[src/rtl/serpent_dec_ctrl.sv]
// Iterative round sequencer for the Serpent decryption core: loads one ciphertext
// block, steps the external inverse-round datapath NUM_ROUNDS-1 down to 0, hands off.
module serpent_dec_ctrl #(
    parameter int unsigned NUM_ROUNDS = 32
) (
    input  logic         i_clk,
    input  logic         i_rst_n,
    input  logic         i_clear,
    input  logic         i_key_ready,
    input  logic         i_in_valid,
    output logic         o_in_ready,
    input  logic [127:0] i_in_data,
    output logic [5:0]   o_round,
    output logic [5:0]   o_key_idx,
    output logic [127:0] o_round_data,
    input  logic [127:0] i_round_data,
    output logic         o_busy,
    output logic         o_out_valid,
    input  logic         i_out_ready,
    output logic [127:0] o_out_data
);

    localparam logic [5:0] LAST_ROUND = 6'(NUM_ROUNDS - 1);

    typedef enum logic [1:0] {
        IDLE = 2'd0,
        RUN  = 2'd1,
        DONE = 2'd2
    } state_t;

    state_t        state_q;
    state_t        state_d;
    logic [5:0]    round_q;
    logic [127:0]  data_q;
    logic          accept;

    assign accept = i_in_valid & o_in_ready;

    // NOTE: registers are written with non-blocking assignments so every flop
    // samples the pre-edge values of its neighbours, matching real hardware.
    always_ff @(posedge i_clk or negedge i_rst_n) begin
        if (!i_rst_n) begin
            state_q <= IDLE;
        end else begin
            state_q <= state_d;
        end
    end

    // NOTE: every output of a combinational block gets a default before any
    // branch; a path that leaves it unassigned would infer a latch.
    always_comb begin
        state_d = state_q;
        if (i_clear) begin
            state_d = IDLE;
        end else begin
            unique case (state_q)
                IDLE: if (accept) state_d = RUN;
                RUN:  if (round_q == '0) state_d = DONE;
                DONE: if (i_out_ready) state_d = accept ? RUN : IDLE;
                default: state_d = IDLE;
            endcase
        end
    end

    always_comb begin
        o_busy      = (state_q == RUN);
        o_out_valid = (state_q == DONE);
        o_in_ready  = i_key_ready & ~i_clear &
                      ((state_q == IDLE) | ((state_q == DONE) & i_out_ready));
    end

    // Round counter and block state; the block is kept across an abort so the
    // datapath input stays quiet until the next load.
    always_ff @(posedge i_clk or negedge i_rst_n) begin
        if (!i_rst_n) begin
            round_q <= '0;
            data_q  <= '0;
        end else if (i_clear) begin
            round_q <= '0;
        end else begin
            unique case (state_q)
                IDLE, DONE: begin
                    if (accept) begin
                        round_q <= LAST_ROUND;
                        data_q  <= i_in_data;
                    end
                end
                RUN: begin
                    data_q <= i_round_data;
                    if (round_q != '0) round_q <= round_q - 6'd1;
                end
                default: round_q <= '0;
            endcase
        end
    end

    assign o_round      = round_q;
    assign o_key_idx    = round_q;
    assign o_round_data = data_q;
    assign o_out_data   = data_q;

endmodule

[config.mk]
export PLATFORM = sky130hd
export DESIGN_NAME = serpent_dec_ctrl
export DESIGN_NICKNAME = d
export VERILOG_FILES = /design/src/rtl/serpent_dec_ctrl.sv
export SDC_FILE = /design/constraint.sdc
export NUM_CORES = 1
export LEC_CHECK = 0
export ABC_AREA = 1
export BUFFER_PORTS_ARGS = -buffer_cell sky130_fd_sc_hd__buf_2
export CAP_MARGIN = 30
export CORE_AREA = 10 10 199 201
export CTS_BUF_LIST = sky130_fd_sc_hd__clkbuf_8
export DETAILED_ROUTE_END_ITERATION = 16
export DIE_AREA = 0 0 209 211
export GPL_ROUTABILITY_DRIVEN = 0
export GPL_TIMING_DRIVEN = 0
export HOLD_SLACK_MARGIN = 0.12
export MAX_ROUTING_LAYER = met4
export SLEW_MARGIN = 20
export SYNTH_ARGS = -nofsm -noshare
export SYNTH_HDL_FRONTEND = slang
export SYNTH_SLANG_ARGS = --single-unit
[constraint.sdc]
create_clock -name i_clk -period 1.75 [get_ports i_clk]
set_input_delay 0.0875 -clock i_clk [delete_from_list [all_inputs] [get_ports i_clk]]
set_output_delay 0.0875 -clock i_clk [all_outputs]
set_load 0.02 [all_outputs]
==> impl_results.md <==
* Global-route wire length before repair at between 60000 and 70000 µm
* Ports at 533
* Worst Tran Pin Value at 0.568 ns
* Outcome: finished, final reports clean
* Main flop type after synthesis: dfrtp_1
* Die Wd at about 210 µm
* Min-delay worst type: primary input to async pin
* DR WL/cell at around 18 µm
* Nets at 2258
* Synthesis-stage register bit count at between 100 and 150
* CTS root buf: clkbuf_8
* Via/cell ratio at between 4 and 5
* Critical Path Source Type: register
* Fin crit period at 1.73 ns
* DP HPWL at approximately 32000 µm
* Slew margin rel. at 62.2%
* Vias in the first global route at approximately 11000
* Drt total wl at roughly 44000 µm
* Layout cells sized above 1 at between 30 and 40%
* Longest Clk Path Bufs at 2
* EDFF count, synth at 0
* Initial Util at 23.0%
* Dpl ws at -0.275 ns
* CTS buffer count at 17
* Largest net degree at the start of global routing at between 70 and 80
* Total Routing Usage GR at 19.7%
* Max-cap violations at 0
* Antenna violations before repair at 2
* Synthesized net count at roughly 1400
* Distinct cells, synth at 17
* Core region area at between 0.03 and 0.04 mm²
* Mapped Area at slightly above 0.008 mm²
* Routed via count at 10700
* Grt total ovfl at 0
* Clk slew on worst S/H paths at 0.08 ns
* Clk_lat worst skew at 0.48 ns
* Sequential fraction of the synthesis area at between 40% and 50%
* Largest cells by area after synthesis: dfrtp_1 (42%), nand2_1 (31%), buf_4 (14%), nand3_1 (8.2%), buf_2 (3.3%)
* Area leader, netlist: dfrtp_1
* CTS tree: done
* Syn Area/Cell at around 6.9 µm²
* Hold WS at 0.142 ns
* Critical Path AT at roughly 2.2 ns
* Setup CP Type: register to register
* PnR worst setup slack at ~0.024 ns
* Skew final at roughly 0.013 ns
* Worst endpoint required time at about 2.2 ns
* Std-Cell Rows at about 70
* H-tree depth at 4
* Antenna Nets Post-Route at 0
* RSZ-0062 raised after global routing: yes
* Max-slew violations at 0
* Hold Vio Cnt, Final at 0
* DR pass1 iterations at 5
* Final period util at a little over nine tenths
* P per Cell Area at ~1100 mW/mm²
* Ys async rst share at 100%
* Number of clock sinks at roughly 140
* Area grow syn2layout at 78.1%
* Count of final setup violators at 0
* Die height at around 210 µm
* Die ar. at between 0.04 and 0.05 mm²
* Post-synth top area share at between 40% and 50%
* Layout fillers at 3478
* Remaining DRCs at 0
* Post-Syn Instances at roughly 1200
* Peak supply drop at just under 0.7 mV
* Port Buf Inserts at 532
* Initial DRC Count at 819
* Max Clk Rate at 0.580 GHz
* CP endpoint kind: register
* Crit path max fanout at 10
* Syn. warnings at 0
* Leak at 0.00858 µW
[power by group]
part	switching, µW	internal, µW	total (µW)
Sequential	944	3960	4910
Clock	1340	1470	2810
Combinational	4670	3350	8020
Total	6950	8790	15700
[cells by family (layout without fill, tap and decap cells)]
kind of cell	count (synthesis)	count (layout)	share of synthesized area [%]
compound gates	5	5	0.322
xor+xnor	1	1	0.107
fa+ha+maj	2	2	0.307
buf+inv	216	1042	17.6
flops	136	136	41.7
other cells	0	3	0
simple gates	821	821	40.0
[layer usage]
layer	share of wire (%)	routed length, µm	up-vias	track usage [%]
li1	-	-	5141	-
met1	40	17600	4931	21.8
met2	48	21200	538	32.8
met3	7.2	3160	98	4.91
met4	4.3	1870	0	9.48
met5	0	0	-	-
[state kept, by name, summed over array words and instances (netlist names)]
| register | flops |
|---|---|
| o_out_data | 128 |
| o_key_idx | 6 |
| state_q | 2 |
[cell type report]
type	instances	area (µm²)	area share (%)
Multi-Input combinational cell	829	3320	22.9
Antenna cell	3	7.51	0.0517
Clock inverter	13	155	1.07
Sequential cell	136	3400	23.4
Tap cell	461	577	3.97
Buffer	203	1430	9.81
Clock buffer	19	262	1.80
Inverter	12	45.0	0.310
Timing Repair Buffer	795	5320	36.7
[critical path, cell delays in order (launching register included)]
cell	delay [ns]
dfrtp_1	0.38
inv_1	0.06
nand2_1	0.17
buf_4	0.32
buf_4	0.31
nand2_1	0.17
nand2_1	0.13
nand2_1	0.06
nand2_1	0.05
[metrics by stage]
stage / TNS (ns) / instances / area [µm²] / power, µW / util [%]
after global placement: -193.27 / 2174 / 11400 / 12400 / 32.2
final: 0 / 2471 / 14500 / 15700 / 41.0
after CTS: 0 / 2468 / 14500 / 15800 / 40.9
after floorplan: 0 / 1181 / 8160 / 9350 / -
after global routing: -0.103 / 2470 / 14500 / 16600 / 41.0
after detailed placement: -4.37 / 2175 / 11400 / 12500 / 32.3
[synth_stat cells, types with 2 or more instances]
library cell  instances
nand2_1             673
buf_4               148
dfrtp_1             136
nand3_1             134
buf_2                53
inv_1                11
nor2_1               10
o21ai_0               4
clkbuf_1              2
ha_1                  2
nand4_1               2
[layout by cell type (no fill, tap or decap)]
cell / instances
a31oi_1: 1
and3_1: 1
buf_1: 1
buf_16: 1
buf_2: 574
buf_4: 152
buf_6: 3
buf_8: 2
bufinv_16: 3
clkbuf_1: 1
clkbuf_4: 3
clkbuf_8: 19
clkinv_2: 3
clkinv_4: 4
clkinvlp_4: 1
dfrtp_1: 136
diode_2: 3
dlygate4sd3_1: 261
ha_1: 2
inv_1: 11
inv_2: 3
nand2_1: 673
nand3_1: 134
nand4_1: 2
nor2_1: 8
nor2_2: 3
o21ai_0: 4
xnor2_1: 1
[repair_timing]
item                       4_1_cts  5_1_grt
resized for setup                9       12
setup endpoints to repair      101      117
buffers inserted                 0        1
hold endpoints to repair       272        0
hold buffers                   261        0
pin swaps                        0        1
[worst paths after layout]
kind                                start              end  slack (ns)  cells after the start
setup / recovery               state_q[1]  o_out_data[120]        0.02                      8
hold / removal                    i_rst_n   o_out_data[37]        0.14                      2
setup reg to reg               state_q[1]  o_out_data[120]        0.02                      8
hold reg to reg            o_out_data[53]   o_out_data[53]        0.54                      2
max in group asynchronous         i_rst_n     o_key_idx[1]        0.85                      3
min in group i_clk          i_in_data[98]   o_out_data[98]        0.43                      6
(Power assumes the default switching activity.)
